==> src/rtl/prince_ti_pkg.sv <==
// Shared definitions for the threshold-implemented affine layer: FSM states,
// the 4-bit linear map L and its inverse, and the affine constant.
package prince_ti_pkg;

    typedef enum logic [1:0] {
        IDLE = 2'd0,
        RUN  = 2'd1,
        DONE = 2'd2
    } state_t;

    localparam logic [3:0] AFF_C = 4'hC;

    // Result is packed {y3, y2, y1, y0}.
    function automatic logic [3:0] lin_fwd(input logic [3:0] x);
        return {x[0], x[3] ^ x[0], x[2] ^ x[3], x[1] ^ x[2]};
    endfunction

    // Result is packed {x3, x2, x1, x0}.
    function automatic logic [3:0] lin_inv(input logic [3:0] y);
        return {y[2] ^ y[3],
                y[1] ^ y[2] ^ y[3],
                y[0] ^ y[1] ^ y[2] ^ y[3],
                y[3]};
    endfunction

endpackage

==> src/rtl/affine_nibble.sv <==
// One nibble of one share through the affine map; only share 0 carries the
// constant so the XOR of all shares sees it exactly once.
module affine_nibble
    import prince_ti_pkg::*;
(
    input  logic [3:0] x,
    input  logic       inv,
    input  logic       const_en,
    output logic [3:0] y
);

    logic [3:0] c;

    assign c = const_en ? AFF_C : 4'h0;
    assign y = inv ? lin_inv(x ^ c) : (lin_fwd(x) ^ c);

endmodule

==> src/rtl/affine_shares_serial.sv <==
// Serial shared affine layer: LANES nibbles of every share are rewritten in
// place per cycle; each share only ever sees its own bits.
//
// Handshake: a state is taken on a rising edge with in_valid=1 and in_ready=1;
// the result is handed over on a rising edge with out_valid=1 and out_ready=1.
// out_data is stable for as long as out_valid is held.
module affine_shares_serial
    import prince_ti_pkg::*;
#(
    parameter int N_SHARES  = 3,
    parameter int N_NIBBLES = 16,
    parameter int LANES     = 4
) (
    input  logic                            clk,
    input  logic                            rst_n,
    input  logic                            in_valid,
    output logic                            in_ready,
    input  logic                            in_inv,
    input  logic [N_SHARES*4*N_NIBBLES-1:0] in_data,
    output logic                            out_valid,
    input  logic                            out_ready,
    output logic [N_SHARES*4*N_NIBBLES-1:0] out_data,
    output logic [1:0]                      dbg_state_o
);

    localparam int SW = 4 * N_NIBBLES;
    localparam int W  = N_SHARES * SW;
    localparam int K  = N_NIBBLES / LANES;
    localparam int CW = (K > 1) ? $clog2(K) : 1;
    localparam logic [CW-1:0] CNT_LAST = CW'(K - 1);

    state_t          state_q;
    logic [CW-1:0]   cnt_q;
    logic [W-1:0]    data_q;
    logic [W-1:0]    data_d;
    logic            inv_q;
    logic            out_valid_q;
    logic            in_ready_q;
    logic [W-1:0]    out_data_q;

    logic [3:0] lane_x [N_SHARES][LANES];
    logic [3:0] lane_y [N_SHARES][LANES];

    // Window of nibbles selected by cnt, per share and lane.
    always_comb begin
        for (int s = 0; s < N_SHARES; s++) begin
            for (int l = 0; l < LANES; l++) begin
                lane_x[s][l] = data_q[s*SW + (int'(cnt_q)*LANES + l)*4 +: 4];
            end
        end
    end

    for (genvar s = 0; s < N_SHARES; s++) begin : g_share
        for (genvar l = 0; l < LANES; l++) begin : g_lane
            affine_nibble u_nib (
                .x        (lane_x[s][l]),
                .inv      (inv_q),
                .const_en (s == 0),
                .y        (lane_y[s][l])
            );
        end
    end

    always_comb begin
        data_d = data_q;
        for (int s = 0; s < N_SHARES; s++) begin
            for (int l = 0; l < LANES; l++) begin
                data_d[s*SW + (int'(cnt_q)*LANES + l)*4 +: 4] = lane_y[s][l];
            end
        end
    end

    // DONE spends its first cycle publishing the result into out_data_q, so
    // out_valid rises K+1 edges after acceptance and out_ready is only
    // honoured once the result is actually visible.
    always_ff @(posedge clk or negedge rst_n) begin
        if (!rst_n) begin
            state_q     <= IDLE;
            cnt_q       <= '0;
            data_q      <= '0;
            inv_q       <= 1'b0;
            out_valid_q <= 1'b0;
            in_ready_q  <= 1'b1;
            out_data_q  <= '0;
        end else begin
            case (state_q)
                IDLE: begin
                    if (in_valid) begin
                        data_q     <= in_data;
                        inv_q      <= in_inv;
                        cnt_q      <= '0;
                        in_ready_q <= 1'b0;
                        state_q    <= RUN;
                    end
                end
                RUN: begin
                    data_q <= data_d;
                    if (cnt_q == CNT_LAST) begin
                        state_q <= DONE;
                    end else begin
                        cnt_q <= cnt_q + 1'b1;
                    end
                end
                DONE: begin
                    if (!out_valid_q) begin
                        out_valid_q <= 1'b1;
                        out_data_q  <= data_q;
                    end else if (out_ready) begin
                        out_valid_q <= 1'b0;
                        in_ready_q  <= 1'b1;
                        state_q     <= IDLE;
                    end
                end
                default: begin
                    state_q <= IDLE;
                end
            endcase
        end
    end

    assign in_ready    = in_ready_q;
    assign out_valid   = out_valid_q;
    assign out_data    = out_data_q;
    assign dbg_state_o = state_q;

endmodule

==> config.mk <==
export PLATFORM = sky130hd
export DESIGN_NAME = affine_shares_serial
export DESIGN_NICKNAME = d
export VERILOG_FILES = /design/src/rtl/prince_ti_pkg.sv /design/src/rtl/affine_nibble.sv /design/src/rtl/affine_shares_serial.sv
export SDC_FILE = /design/constraint.sdc
export NUM_CORES = 1
export LEC_CHECK = 0
export CAP_MARGIN = 10
export CORE_MARGIN = 8
export CORE_UTILIZATION = 35
export DETAILED_ROUTE_END_ITERATION = 16
export DONT_BUFFER_PORTS = 1
export PLACE_DENSITY_LB_ADDON = 0.25
export SYNTH_ARGS = -nofsm -noshare
export SYNTH_HDL_FRONTEND = slang
export SYNTH_HIERARCHICAL = 1
export SYNTH_SLANG_ARGS = --single-unit
==> constraint.sdc <==
create_clock -name clk -period 6.4 [get_ports clk]
set_input_delay 0.32 -clock clk [delete_from_list [all_inputs] [get_ports clk]]
set_output_delay 0.32 -clock clk [all_outputs]
set_load 0.01 [all_outputs]
==> results of run 1 <==
## kinds of logic after synthesis
logic type	after synthesis	synth area share
AO/OA/AOI/OAI	411	0.142
XOR/XNOR	84	0.0395
adder cells (fa/ha/maj)	8	0.00538
buffers and inverters	120	0.0349
flip-flops	391	0.526
multiplexers	269	0.191
other	2	0.000403
AND/OR/NAND/NOR	273	0.0616
## placed cells by master, fill, tap and decap left out, types with 6 or more instances in the layout
cell	count
conb_1	24
xor2_1	48
clkbuf_1	6
a22oi_1	160
a32oi_1	17
a2bb2oi_1	8
clkinv_2	9
mux2_2	209
clkbuf_8	9
ha_1	8
xnor2_1	36
nor2_1	210
clkbuf_16	47
a21oi_1	199
a31oi_1	8
mux2i_1	12
buf_4	17
dfrtp_1	387
dlygate4sd3_1	190
inv_1	8
nand2_1	37
mux4_2	48
## per-layer routing
layer / up-vias / share of wire / GRT usage / wire, um
met5: - / 0 / 0 / 0
met1: 6889 / 0.40 / 0.251 / 24400
met4: 0 / 0.034 / 0.0741 / 2080
met3: 123 / 0.080 / 0.0475 / 4860
li1: 6019 / - / - / -
met2: 591 / 0.48 / 0.313 / 29200
## final cells by class
class,instances,area (um2)
fill,4851,30100
sequential,391,9790
multi-input combinational,1069,8290
timing repair buffer,208,2050
clock buffer,62,1320
tap,688,861
clock inverter,14,134
inverter,8,30.0
antenna,5,12.5
## state kept, by name (all words and copies together) (netlist names)
register and cells:
out_data 192, cnt_q 2, in_ready 1, inv_q 1
dbg_state_o 2, data_q 192, out_valid 1
## path summary, 6_finish.rpt
kind / to / slack (ns) / cells after the start
setup / recovery: data_q[82] / 2.90 / 8
hold / removal: out_data[60] / -0.53 / 0
setup reg to reg: data_q[82] / 2.90 / 8
hold reg to reg: data_q[65] / 0.52 / 2
max in group asynchronous: out_data[177] / 5.83 / 0
min in group clk: data_q[11] / 0.04 / 2
## through the flow
stage | std cells | hold WS, ns
detailed placement | 2174 | 0.0364
global placement | 2174 | 0.0376
CTS | 2440 | -0.574
finish | 2445 | -0.530
global route | 2440 | -0.567
floorplan | 1580 | 0.0244
## power breakdown
group / internal (mW) / leakage (nW) / total [mW] / switching [mW]
combinational: 2.87 / 3.80 / 6.80 / 3.93
sequential: 3.79 / 4.79 / 5.44 / 1.64
clock: 1.52 / 0.730 / 2.58 / 1.06
==> metrics, run 1 <==
CTS Hold Bufs=190; max frequency=285 MHz; Die X=247 um; root buffer selected by CTS=clkbuf_16; initial antenna violation count=0; worst min-delay path class=primary input to async pin; syn_area_per_cell=11.9 um2; Post-synth EDFFs=0; P per Cell Area=659 nW/um2; CP max stage delay=0.87 ns; Clock Latency Late Sink=0.57 ns; failing checks=hold timing; Starting Density=0.354; clk sinks=391; Critical Path Start Type=flip-flop; drt drc=0; Yosys Warn Count=6; async set-or-reset flop fraction in the synthesized netlist=1.00; clk_skew=0.0144 ns; pre-CTS setup slack=2.86 ns; CP arrival=3.90 ns; Final Wtd Congestion=0.850; Least-Margin Pin Slew=1.38 ns; register area share after synthesis=0.526; Critical path origin=cnt_q[0]; clk buf depth=3; post-synthesis cell count=1,558; post-synth top area share=0.524; flops & latches, synth=391; critical path type=flip-flop to flip-flop; Area Overhead vs Synth=20.8%; final-report hold violation count=391; Max-slew headroom=0.0804; setup bufs post-CTS=0; Tmin final=3.50 ns; largest net degree at the start of global routing=392; fin. max-slew vios=0; I/O pins=393; Core ar.=52,600 um2; row count=84; nets=1,928; Routed wire per std cell=24.8 um; Synth cell types=45; Routed Antenna Nets=0; hold_ws=-0.530 ns; Placed Area=19,100 um2; vias in the first global route=14,191; Area contributors post-synth=dfrtp_1, mux2_2, a22oi_1; commonest cells in the netlist=dfrtp_1, nor2_1, mux2_2, a21oi_1, a22oi_1; global-route wire length before repair=91,500 um; crit share post-route=0.547; TNS Setup=0 ns; DR pass1 iterations=8; Die H=247 um; leading cell type by number of instances after synthesis=dfrtp_1; Max VDD drop=303 uV; Required @ worst endpoint=6.80 ns; Lkg Pwr=9.32 nW; Core Util, Final=0.428; layout cell share with drive strength beyond 1=0.206; CTS tree=done; Routed WL=60,600 um; via density per instance=5.57; clk slew on worst S/H paths=0.06 ns; CP max stage cell=dfrtp_4; Crit. End Element=flip-flop; status=finished with violations; critical path's top delay family=multiplexers; critical path peak fanout=36; RSZ-0062 raised after global routing=no; Critical R2R Launch=cnt_q[0]; final instance area=22,500 um2; CTS Buf Count=45; # port buffers=0; Tot Pwr=14.8 mW; Cell Chain, Critical Path=buf_4 -> mux4_2 -> xor2_1 -> mux2i_1 -> xnor2_1 -> mux2_2 -> a32oi_1 -> a21oi_1; Post-synth top flop=dfrtp_1; final setup fails=0; GRT overflow=0; Max Cap Violations=0; global-route usage over all layers=0.194; # H-tree levels=2; area leader, netlist=dfrtp_1; Vias=13,622; post-synthesis instance area=18,600 um2; die area=60,800 um2; CP Buf/Inv Count=1; DRT iter0 DRCs=1,139; fin worst setup slack=2.90 ns; post_cts resized=0; hpwl dp=40,600 um
Note: power is estimated with default switching activity, not from simulation.
==> run 2, diff against run 1 <==
clock period = 2.95 ns   (was 6.4 ns; I/O delays follow)
==> run 2 against run 1 <==
Compared with the run above:
- the flow still finishes with violations (hold timing)
- total power increased by 130%
- die area unchanged
- first-iteration DRC count increased by 8.5%
- sequential power increased by 120%
- core utilization increased by 1.3 points
- critical path type unchanged
- critical endpoint is now data_q[64]
- largest cell class unchanged
==> metrics, run 2 (synthesis results as in run 1) <==
clk slew on worst S/H paths=0.06 ns (about the same); critical path peak fanout=22 (was 36); drt drc=0 (unchanged); hpwl dp=42,100 um (was 40,600 um); Vias=13,692 (was 13,622); status=finished with violations (unchanged); sequential power share=0.350 (was 0.367); failing checks=hold timing (unchanged); final instance area=23,200 um2 (was 22,500 um2); Placed Area=19,500 um2 (was 19,100 um2); clk buf depth=3 (unchanged); Die X=247 um (unchanged); global-route wire length before repair=92,400 um (was 91,500 um); Die H=247 um (unchanged); Clk pwr share=0.187 (was 0.174); global-route usage over all layers=0.196 (was 0.194); I/O pins=393 (unchanged); commonest non-fill, non-tap cells in the layout=dfrtp_1, nor2_1, mux2_2 (unchanged); die area=60,800 um2 (unchanged); final setup fails=0 (unchanged); Area Overhead vs Synth=24.5% (was 20.8%); nets=1,962 (was 1,928); layout cell share with drive strength beyond 1=0.224 (was 0.206); most common cell after layout, fill and taps aside=dfrtp_1 (unchanged); Cell Int Power=19.0 mW (was 8.19 mW); Max VDD drop=722 uV (was 303 uV); Tmin final=2.77 ns (was 3.50 ns); # port buffers=0 (unchanged); clk_skew=0.0253 ns (was 0.0144 ns); # H-tree levels=2 (unchanged); CP arrival=3.28 ns (was 3.90 ns); Clock Latency Late Sink=0.57 ns (about the same); P per Cell Area=1450 nW/um2 (was 659 nW/um2); GRT overflow=0 (unchanged); hold_ws=-0.710 ns (was -0.530 ns); ANT cells=0 (was 5); Max Cap Violations=0 (unchanged); Routed met2 length=29,500 um (was 29,200 um); Switching Fraction=0.432 (was 0.448); final-report hold violation count=390 (was 391); DR pass1 iterations=5 (was 8); CTS Buf Count=46 (was 45); Met1 Wirelength=24,200 um (was 24,400 um); via density per instance=5.52 (was 5.57); Starting Density=0.354 (unchanged); Routed Antenna Nets=0 (unchanged); Required @ worst endpoint=3.46 ns (was 6.80 ns); crit share post-route=0.938 (was 0.547); Routed wire per std cell=24.7 um (was 24.8 um); Critical Path Start Type=flip-flop (unchanged); initial antenna violation count=0 (unchanged); fin. max-slew vios=0 (unchanged); Lkg Pwr=9.65 nW (was 9.32 nW); switching power total=14.5 mW (was 6.63 mW); TNS Setup=0 ns (unchanged); max frequency=361 MHz (was 285 MHz); Least-Margin Pin Slew=1.46 ns (was 1.38 ns); row count=84 (unchanged); combinational power share=0.463 (was 0.459); root buffer selected by CTS=clkbuf_16 (unchanged); Final Wtd Congestion=0.857 (was 0.850); CTS tree=done (unchanged); CTS Hold Bufs=194 (was 190); Core ar.=52,600 um2 (unchanged); Routed WL=61,300 um (was 60,600 um); Max-slew headroom=0.0281 (was 0.0804); Core Util, Final=0.441 (was 0.428); RSZ-0062 raised after global routing=no (unchanged); worst min-delay path class=primary input to async pin (unchanged); Met3 Wirelength=5560 um (was 4860 um); max layer used=met4 (unchanged); vias in the first global route=14,406 (was 14,191); clk sinks=391 (unchanged); DRT iter0 DRCs=1,236 (was 1,139); Crit. End Element=flip-flop (unchanged); critical path type=flip-flop to flip-flop (unchanged); largest net degree at the start of global routing=392 (unchanged)
## run 2: cell type report
type	count	area (um2)
Clock buffer	61	1350
Clock inverter	23	332
Fill cell	4789	29400
Inverter	8	30.0
Multi-Input combinational cell	1069	8290
Sequential cell	391	9790
Tap cell	688	861
Timing Repair Buffer	241	2510
## run 2: routing by layer
layer	global-route usage	vias to the layer above
li1	-	6074
met1	0.248	6933
met2	0.318	582
met3	0.0590	103
met4	0.0688	0
met5	0	-
## run 2: worst max-delay path, stage by stage, from the launching register on
cell      delay [ns]
dfrtp_4         0.70
inv_1           0.25
ha_1            0.36
nor4bb_1        0.77
a32oi_1         0.10
a211oi_1        0.38
a21o_1          0.14
## run 2: timing repair
item | CTS | global route
gates resized for setup | 0 | 1
buffers inserted | 0 | 0
endpoints found under the hold margin | 587 | 391
endpoints found under the setup margin | 0 | 1
## run 2: final timing paths
path,startpoint,endpoint,slack [ns],cells after the start
max,cnt_q[0],data_q[64],0.18,6
min,rst_n,out_data[29],-0.71,0
max reg2reg,cnt_q[0],data_q[64],0.18,6
min reg2reg,data_q[65],data_q[65],0.53,2
max in group asynchronous,rst_n,inv_q,2.40,0
min in group clk,in_valid,data_q[66],0.16,4
## run 2: power by group through the flow
stage                     logic, mW  registers, mW  clock network, mW
after floorplan                11.7           10.4                  0
after global placement         14.8           11.8                  0
after detailed placement       15.0           11.9                  0
after CTS                      15.4           11.8               6.43
after global routing           17.0           12.1               6.67
final                          15.5           11.7               6.26
## run 2: per-stage QoR
step | total power, mW | worst slack (ns) | std cells
after floorplan | 22.1 | 0.206 | 1580
after global placement | 26.6 | 0.217 | 2203
after detailed placement | 26.9 | 0.182 | 2203
after CTS | 33.6 | 0.146 | 2481
after global routing | 35.7 | 0.0117 | 2481
final | 33.5 | 0.183 | 2481
